<file path="src/rtl/morse_pkg.sv">
// rtl/morse_pkg.sv - shared Morse state enum, character codes and timing thresholds
//
// Contents:
//   morse_state_t : receiver FSM states (IDLE, MARK, SPACE, EMIT)
//   CH_0..CH_9, CH_A..CH_Z : 6-bit character codes shared with the transmitter
//   DOT_MAX_HALF, DASH_MAX_HALF, CHAR_GAP_HALF : thresholds in half-unit ticks
//   MAX_SYMBOLS : longest legal symbol sequence
package morse_pkg;

    typedef enum logic [1:0] {
        IDLE  = 2'd0,
        MARK  = 2'd1,
        SPACE = 2'd2,
        EMIT  = 2'd3
    } morse_state_t;

    localparam logic [5:0] CH_0 = 6'd0,  CH_1 = 6'd1,  CH_2 = 6'd2,  CH_3 = 6'd3;
    localparam logic [5:0] CH_4 = 6'd4,  CH_5 = 6'd5,  CH_6 = 6'd6,  CH_7 = 6'd7;
    localparam logic [5:0] CH_8 = 6'd8,  CH_9 = 6'd9;
    localparam logic [5:0] CH_A = 6'd10, CH_B = 6'd11, CH_C = 6'd12, CH_D = 6'd13;
    localparam logic [5:0] CH_E = 6'd14, CH_F = 6'd15, CH_G = 6'd16, CH_H = 6'd17;
    localparam logic [5:0] CH_I = 6'd18, CH_J = 6'd19, CH_K = 6'd20, CH_L = 6'd21;
    localparam logic [5:0] CH_M = 6'd22, CH_N = 6'd23, CH_O = 6'd24, CH_P = 6'd25;
    localparam logic [5:0] CH_Q = 6'd26, CH_R = 6'd27, CH_S = 6'd28, CH_T = 6'd29;
    localparam logic [5:0] CH_U = 6'd30, CH_V = 6'd31, CH_W = 6'd32, CH_X = 6'd33;
    localparam logic [5:0] CH_Y = 6'd34, CH_Z = 6'd35;

    localparam logic [3:0] DOT_MAX_HALF  = 4'd3;
    localparam logic [3:0] DASH_MAX_HALF = 4'd13;
    localparam logic [3:0] CHAR_GAP_HALF = 4'd4;
    localparam logic [2:0] MAX_SYMBOLS   = 3'd5;

endpackage

</file>
<file path="src/rtl/morse_symbol_lookup.sv">
// rtl/morse_symbol_lookup.sv - combinational (count, symbols) to character code map
//
// Ports:
//   n     in  3  number of received symbols (0-5)
//   sym   in  5  symbols, first received in bit n-1; 0 = dot, 1 = dash
//   legal out 1  high when (n, sym) names one of the 36 characters
//   code  out 6  character code, 0 when not legal
import morse_pkg::*;

module morse_symbol_lookup (
    input  logic [2:0] n,
    input  logic [4:0] sym,
    output logic       legal,
    output logic [5:0] code
);

    always_comb begin
        legal = 1'b1;
        code  = 6'd0;
        case ({n, sym})
            8'b001_00000: code = CH_E;
            8'b001_00001: code = CH_T;
            8'b010_00000: code = CH_I;
            8'b010_00001: code = CH_A;
            8'b010_00010: code = CH_N;
            8'b010_00011: code = CH_M;
            8'b011_00000: code = CH_S;
            8'b011_00001: code = CH_U;
            8'b011_00010: code = CH_R;
            8'b011_00011: code = CH_W;
            8'b011_00100: code = CH_D;
            8'b011_00101: code = CH_K;
            8'b011_00110: code = CH_G;
            8'b011_00111: code = CH_O;
            8'b100_00000: code = CH_H;
            8'b100_00001: code = CH_V;
            8'b100_00010: code = CH_F;
            8'b100_00100: code = CH_L;
            8'b100_00110: code = CH_P;
            8'b100_00111: code = CH_J;
            8'b100_01000: code = CH_B;
            8'b100_01001: code = CH_X;
            8'b100_01010: code = CH_C;
            8'b100_01011: code = CH_Y;
            8'b100_01100: code = CH_Z;
            8'b100_01101: code = CH_Q;
            8'b101_00000: code = CH_5;
            8'b101_00001: code = CH_4;
            8'b101_00011: code = CH_3;
            8'b101_00111: code = CH_2;
            8'b101_01111: code = CH_1;
            8'b101_10000: code = CH_6;
            8'b101_11000: code = CH_7;
            8'b101_11100: code = CH_8;
            8'b101_11110: code = CH_9;
            8'b101_11111: code = CH_0;
            default:      legal = 1'b0;
        endcase
    end

endmodule

</file>
<file path="src/rtl/morse_code_receiver.sv">
// rtl/morse_code_receiver.sv - Morse line decoder producing 6-bit character codes
//
// Optional feature macro: MORSE_DEBOUNCE_EN (adds a DEBOUNCE_CYCLES debouncer after the synchronizer).
//
// Parameters:
//   UNIT_CYCLES      clock cycles per Morse unit (even, >= 4)
//   DEBOUNCE_CYCLES  stable cycles before a level change is accepted (debounce build only)
// Ports:
//   CLOCK_50    in  1  system clock
//   RESET       in  1  synchronous active-high reset
//   MORSE_IN    in  1  raw asynchronous Morse line, 1 = mark
//   CHAR_OUT    out 6  last legal decoded character
//   CHAR_VALID  out 1  one-cycle pulse when CHAR_OUT is updated
//   CHAR_ERROR  out 1  one-cycle pulse when a character ends illegally
//   BUSY        out 1  high while a character is in progress
import morse_pkg::*;

module morse_code_receiver #(
    parameter int UNIT_CYCLES     = 25000000,
    parameter int DEBOUNCE_CYCLES = 500000
) (
    input  logic       CLOCK_50,
    input  logic       RESET,
    input  logic       MORSE_IN,
    output logic [5:0] CHAR_OUT,
    output logic       CHAR_VALID,
    output logic       CHAR_ERROR,
    output logic       BUSY
);

    localparam int HALF = UNIT_CYCLES / 2;
    localparam int CW   = (HALF > 1) ? $clog2(HALF) : 1;
    localparam logic [CW-1:0] HALF_LAST = CW'(HALF - 1);

    logic          sync_1, sync_2;
    logic          line, line_d;
    logic          line_edge, tick;
    logic [CW-1:0] pre_cnt;
    logic [3:0]    run;
    morse_state_t  state;
    logic [4:0]    sym;
    logic [2:0]    n;
    logic          err;
    logic          lk_legal;
    logic [5:0]    lk_code;

    always_ff @(posedge CLOCK_50) begin
        if (RESET) begin
            sync_1 <= 1'b0;
            sync_2 <= 1'b0;
        end else begin
            sync_1 <= MORSE_IN;
            sync_2 <= sync_1;
        end
    end

`ifdef MORSE_DEBOUNCE_EN
    localparam int DW = $clog2(DEBOUNCE_CYCLES + 1);
    logic [DW-1:0] db_cnt;
    logic          db_line;

    // The counter only runs while the synchronized level disagrees with LINE;
    // any return to agreement restarts the qualification.
    always_ff @(posedge CLOCK_50) begin
        if (RESET) begin
            db_cnt  <= '0;
            db_line <= 1'b0;
        end else if (sync_2 != db_line) begin
            if (db_cnt == DW'(DEBOUNCE_CYCLES - 1)) begin
                db_line <= sync_2;
                db_cnt  <= '0;
            end else begin
                db_cnt <= db_cnt + 1'b1;
            end
        end else begin
            db_cnt <= '0;
        end
    end

    assign line = db_line;
`else
    wire unused_debounce = (DEBOUNCE_CYCLES != 0);
    assign line = sync_2;
`endif

    assign line_edge = line ^ line_d;
    assign tick      = (pre_cnt == HALF_LAST);

    // Half-unit prescaler and saturating run counter, both restarted by any edge
    // so RUN always measures the current mark or space.
    always_ff @(posedge CLOCK_50) begin
        if (RESET) begin
            line_d  <= 1'b0;
            pre_cnt <= '0;
            run     <= 4'd0;
        end else begin
            line_d <= line;
            if (line_edge) begin
                pre_cnt <= '0;
                run     <= 4'd0;
            end else if (tick) begin
                pre_cnt <= '0;
                if (run != 4'd15) begin
                    run <= run + 4'd1;
                end
            end else begin
                pre_cnt <= pre_cnt + 1'b1;
            end
        end
    end

    morse_symbol_lookup u_lookup (
        .n     (n),
        .sym   (sym),
        .legal (lk_legal),
        .code  (lk_code)
    );

    // The character result is registered on the SPACE->EMIT transition, so the
    // pulse is visible while the state is EMIT, 2*UNIT_CYCLES+1 cycles after the fall.
    always_ff @(posedge CLOCK_50) begin
        if (RESET) begin
            state      <= IDLE;
            sym        <= 5'd0;
            n          <= 3'd0;
            err        <= 1'b0;
            CHAR_OUT   <= 6'd0;
            CHAR_VALID <= 1'b0;
            CHAR_ERROR <= 1'b0;
            BUSY       <= 1'b0;
        end else begin
            CHAR_VALID <= 1'b0;
            CHAR_ERROR <= 1'b0;
            case (state)
                IDLE: begin
                    if (line_edge && line) begin
                        state <= MARK;
                        BUSY  <= 1'b1;
                    end
                end
                MARK: begin
                    if (line_edge && !line) begin
                        state <= SPACE;
                        if (run == 4'd0) begin
                            // Glitch: only abandon the character if nothing was collected.
                            if (n == 3'd0 && !err) begin
                                state <= IDLE;
                                BUSY  <= 1'b0;
                            end
                        end else if (run > DASH_MAX_HALF) begin
                            err <= 1'b1;
                        end else if (n == MAX_SYMBOLS) begin
                            err <= 1'b1;
                        end else begin
                            sym <= {sym[3:0], (run > DOT_MAX_HALF)};
                            n   <= n + 3'd1;
                        end
                    end
                end
                SPACE: begin
                    // The gap check wins over a simultaneous rising edge.
                    if (tick && run == CHAR_GAP_HALF - 4'd1) begin
                        state <= EMIT;
                        if (err || !lk_legal) begin
                            CHAR_ERROR <= 1'b1;
                        end else begin
                            CHAR_OUT   <= lk_code;
                            CHAR_VALID <= 1'b1;
                        end
                    end else if (line_edge && line) begin
                        state <= MARK;
                    end
                end
                EMIT: begin
                    sym <= 5'd0;
                    n   <= 3'd0;
                    err <= 1'b0;
                    if (line) begin
                        state <= MARK;
                    end else begin
                        state <= IDLE;
                        BUSY  <= 1'b0;
                    end
                end
            endcase
        end
    end

endmodule

</file>
<file path="config.mk">
export PLATFORM = sky130hd
export DESIGN_NAME = morse_code_receiver
export DESIGN_NICKNAME = d
export VERILOG_FILES = /design/src/rtl/morse_pkg.sv /design/src/rtl/morse_symbol_lookup.sv /design/src/rtl/morse_code_receiver.sv
export SDC_FILE = /design/constraint.sdc
export NUM_CORES = 1
export LEC_CHECK = 0
export ABC_AREA = 1
export CORE_MARGIN = 3
export CORE_UTILIZATION = 55
export DETAILED_ROUTE_END_ITERATION = 10
export PLACE_DENSITY = 0.76
export REMOVE_ABC_BUFFERS = 1
export SLEW_MARGIN = 40
export SYNTH_ARGS = -nofsm -noshare
export SYNTH_HDL_FRONTEND = slang
export SYNTH_SLANG_ARGS = --single-unit
</file>
<file path="constraint.sdc">
create_clock -name CLOCK_50 -period 2.11 [get_ports CLOCK_50]
set_input_delay 0.422 -clock CLOCK_50 [delete_from_list [all_inputs] [get_ports CLOCK_50]]
set_output_delay 0.422 -clock CLOCK_50 [all_outputs]
set_load 0.005 [all_outputs]
</file>
== Word level (Yosys, flattened, before mapping) ==
Cells that the tools add are included.

* Output and inout bits: 9
* Flip-flop bits (word level): 51
* Word-level logic and storage cells: 128

* Multiplexer cells: 32
* Order comparisons: 2
* Bitwise operators: 4
* Reduce and logical (&&, ||, !) cells: 22
* Eq/ne operators: 52
* Add/subtract/negate cells: 3

{| class="wikitable"
|+ Operators by type and width
! cell !! number
|-
| 6-bit one-hot mux with 35 select lines || 1
|-
| 8-bit equality test, second input constant || 22
|-
| 8-bit by 7-bit equality test with 1-bit output, second input constant || 12
|-
| 36-bit OR reduction || 1
|-
| 24-bit by 1-bit adder with 24-bit output, second input constant || 1
|-
| 24-bit equality test, second input constant || 1
|-
| 5-bit 2-to-1 mux || 4
|-
| 8-bit by 6-bit equality test with 1-bit output, second input constant || 2
|-
| 2-bit inequality test, second input constant || 8
|-
| 1-bit 2-to-1 mux || 13
|-
| 3-bit 2-to-1 mux || 4
|-
| 2-bit 2-to-1 mux || 5
|-
| 5-bit one-hot mux with 2 select lines || 1
|-
| 2-bit one-hot mux with 4 select lines || 1
|-
| 3-bit one-hot mux with 2 select lines || 1
|-
| 6-bit AND reduction || 1
|-
| 3-bit OR reduction || 2
|-
| 5-bit AND reduction || 1
|-
| 4-bit by 1-bit adder with 4-bit output, second input constant || 1
|-
| 2-bit equality test, second input constant || 2
|-
| 4-bit by 2-bit equality test with 1-bit output, second input constant || 1
|-
| 4-bit by 2-bit greater-than comparator with 1-bit output, second input constant || 1
|-
| 4-bit greater-than comparator, second input constant || 1
|-
| 1-bit logical AND || 4
|-
| 20 further kinds || 24
|}

== Logic depth before layout (Yosys ltp) ==
* Depth in word-level cells: 7
* Depth in mapped cells: 14
* Mapped depth without buffers: 13

== By module ==
Synthesis repeated with hierarchy kept, for this count alone.

* Cell total of the unflattened synthesis: 565
* Area, all modules: 3505.9 µm²

{| class="wikitable"
|+ Modules (own cells, without submodules)
! module !! area each (µm²) !! seq. area each (µm²) !! times used !! cells each
|-
| morse_code_receiver || 2748.9 || 1021.0 || 1 || 406
|-
| morse_symbol_lookup || 757.0 || 0.0 || 1 || 159
|}

== Least setup slack after synthesis ==
Ideal clock, no wire load.

* Kind: reg-to-reg
* From: reg state[1]
* To: reg n[2]
* Required time: 1973 ps
* Path buffers: 0
* Cell stages (with the launch flop): 11
* Data arrival time: 1656 ps
* Slack: 317 ps
* Cell sequence: dfxtp_1 > inv_1 > ha_1 > inv_2 > nor2_1 > inv_1 > o21ai_1 > inv_1 > nand4_1 > o21ai_1 > nor3b_1

* Cells in the longest elaborated chain, start to end: 3
* Elaborated cells between the ends (all ways): 9
* Classes of those cells: eq/ne: 6; mux: 1; reduce/logical: 2

{| class="wikitable"
|+ RTL lines
! element !! RTL line !! source
|-
| from (decl) || morse_code_receiver.sv:40 || <nowiki>morse_state_t state;</nowiki>
|-
| from (signal assigned) || morse_code_receiver.sv:123 || <nowiki>state <= IDLE;</nowiki>
|-
| from (signal assigned) || morse_code_receiver.sv:137 || <nowiki>state <= MARK;</nowiki>
|-
| from (signal assigned) || morse_code_receiver.sv:143 || <nowiki>state <= SPACE;</nowiki>
|-
| 2-bit by 1-bit equality test with 1-bit output / 2-bit equality test (equally long branches) || morse_code_receiver.sv:134 || <nowiki>case (state)</nowiki>
|-
| 2-bit inequality test (no line) / 2-bit nonzero test (equally long branches) || - ||
|-
| 5-bit AND reduction (no line) || - ||
|-
| to (signal assigned) || morse_code_receiver.sv:156 || <nowiki>n <= n + 3'd1;</nowiki>
|-
| to (decl) || morse_code_receiver.sv:42 || <nowiki>logic [2:0] n;</nowiki>
|}

Parallel ways exist; a longest one is shown, timed or not.
A chain may end at the register's enable or synchronous reset.

== Final worst setup path ==
Ends and elaborated chain as after synthesis.

==> results.sh <==
export IMPL_outcome="finished clean"
export IMPL_required_ps=2330
export IMPL_grt_overflow=0
export IMPL_cts_tree="done"
export IMPL_setup_violations=0
export IMPL_fin_tns_setup_ps=0
export IMPL_ios=12
export IMPL_syn_inst=509
export IMPL_path_max_fanout=13
export IMPL_ys_dominant_reg_cell="dfxtp_1"
export IMPL_coreArea_sq_um=5610
export IMPL_nNetsFinal=546
export IMPL_cts_buffers=5
export IMPL_leakagePower_nw=1.64
export IMPL_cp_end_kind="flip-flop"
export IMPL_yosys_warnings=0
export IMPL_clkTransAtPathRegs_ps=90
export IMPL_tightest_slew_ps=363
export IMPL_h_tree_depth=2
export IMPL_dp_hpwl_mm=5.70
export IMPL_whs_ps=411
export IMPL_avgViaCountPerCell=5.41
export IMPL_drt_iter0_markers=217
export IMPL_cts_hold_buf=0
export IMPL_pre_cts_ws_ps=148
export IMPL_slew_headroom_pct=75.7
export IMPL_fin_util_pct=63.6
export IMPL_post_cts_buffers=0
export IMPL_mostFrequentLayoutCell="nand2_1"
export IMPL_final_cell_mix="131 x nand2_1, 93 x nor2_1, 55 x inv_1, 50 x dfxtp_1, 26 x a21oi_1"
export IMPL_ctsLongestPathBuffers=2
export IMPL_io_buffer_count=11
export IMPL_finalCritPeriodShare_pct=91.2
export IMPL_antenna_found_initial=0
export IMPL_clk_latency_ps=310
export IMPL_wl_per_cell_um=12.1
export IMPL_seq_area_frac_synth_pct=31.5
export IMPL_finClkSkew_ps=10.5
export IMPL_arrival_ps=2140
export IMPL_die_h_um=82.8
export IMPL_syn_area_sq_um=3240
export IMPL_row_count=27
export IMPL_drc_errors=0
export IMPL_cts_sinks=51
export IMPL_async_reset_ff_share_pct=0
export IMPL_rsz0062_at_grt="no"
export IMPL_first_pass_iters=5
export IMPL_setup_ws_ps=185
export IMPL_cts_resized=0
export IMPL_yosysUniqueCellTypes=36
export IMPL_dieWidth_um=82.8
export IMPL_grt_pass1_wl_mm=12.5
export IMPL_grt_max_degree=19
export IMPL_max_freq_mhz=519
export IMPL_irDropWorstVdd_mv=0.385
export IMPL_start_kind="flip-flop"
export IMPL_antenna_left=0
export IMPL_grt_pass1_vias=2804
export IMPL_drive_above_1_share_pct=8.13
export IMPL_hold_class="flip-flop to flip-flop"
export IMPL_num_vias=3252
export IMPL_wl_mm=7.30
export IMPL_ys_seq_elements=51
export IMPL_maxCapViolCount=0
export IMPL_hold_viol_final=0
export IMPL_initial_core_util_pct=57.8
export IMPL_finalPower_mw=2.14
export IMPL_root_buffer="clkbuf_8"
export IMPL_areaGrowthSynthToFinish_pct=10.0
export IMPL_place_congestion=1.00
export IMPL_worst_setup_path_type="flip-flop to flip-flop"
export IMPL_drv_slew=0
export IMPL_synth_edf_count=0
export IMPL_avgSynthCellArea_sq_um=6.37
export IMPL_die_area_sq_um=6850
export IMPL_fillers=559
export IMPL_power_density_nw_per_um2=600
export IMPL_diodes=0
export IMPL_grt_usage_pct=23.0
export IMPL_period_minus_slack_ps=1930
[metal layers]
layer,wire (um),part of all wire [%],global-route usage [%]
met1,3610,49,33.6
met2,3130,43,35.3
met3,497,6.8,4.12
met4,59,0.81,4.74
met5,0,0,0
[critical path: stages, from the launching register on]
cell and delay (ps):
dfxtp_2 360, inv_1 70, ha_1 200, inv_2 120
nor2_1 70, inv_1 140, o21ai_1 100, inv_1 60
nand4_1 140, buf_4 230, o21ai_0 140, nor3b_1 210
[worst paths after layout]
check	start	endpoint	slack, ps	cells after the start
hold / removal	sync_1	line	410	2
setup / recovery	state[1]	n[2]	180	11
setup reg to reg	state[1]	n[2]	180	11
hold reg to reg	sync_1	line	410	2
[cell usage after synthesis (all sizes together) (2+ instances only)]
| cell type | n | area, sq um |
|---|---|---|
| a211oi | 6 | 45.0 |
| a21oi | 26 | 130 |
| a31oi | 2 | 12.5 |
| buf | 3 | 21.3 |
| clkbuf | 3 | 12.5 |
| dfxtp | 51 | 1020 |
| ha | 15 | 188 |
| inv | 63 | 236 |
| nand2 | 135 | 517 |
| nand3 | 28 | 175 |
| nand3b | 2 | 15.0 |
| nand4 | 18 | 113 |
| nor2 | 99 | 392 |
| nor3 | 15 | 85.1 |
| nor3b | 3 | 22.5 |
| o21a | 5 | 37.5 |
| o21ai | 19 | 95.1 |
| or2 | 2 | 12.5 |
| xnor2 | 3 | 26.3 |
| xor2 | 5 | 43.8 |
[kinds of logic after synthesis]
logic type | count (synthesis) | synth area share (%)
flops | 51 | 31.5
xor+xnor | 8 | 2.16
simple gates | 303 | 41.3
fa+ha+maj | 15 | 5.79
buf+inv | 70 | 8.46
compound gates | 62 | 10.8
[cell type report]
type                       instances  area, sq um  area share [%]
clock buffer                       5         68.8            1.93
inverter                          64          240            6.74
timing repair buffer              18          163            4.56
sequential                        51         1020            28.7
multi-input combinational        388         1950            54.8
clock inverter                     3         27.5           0.772
tap                               72         90.1            2.53
[where the power goes]
| part | internal (mW) | total, mW | leakage, nW | switching [mW] |
|---|---|---|---|---|
| sequential | 1.00 | 1.06 | 0.413 | 0.0514 |
| combinational | 0.165 | 0.497 | 1.18 | 0.332 |
| clock | 0.244 | 0.587 | 0.0463 | 0.343 |
[through the flow]
step / instances / instance area, sq um
after global routing: 601 / 3570
after detailed placement: 593 / 3460
after floorplan: 503 / 3210
after global placement: 593 / 3460
after CTS: 601 / 3560
final: 601 / 3570
[registers in the layout, indices dropped and copies added (netlist names)]
register,flops
line_d,1
CHAR_OUT,6
sync_1,1
pre_cnt,24
line,1
n,3
err,1
CHAR_VALID,1
BUSY,1
CHAR_ERROR,1
run,4
sym,5
state,2
(Power assumes the default switching activity.)
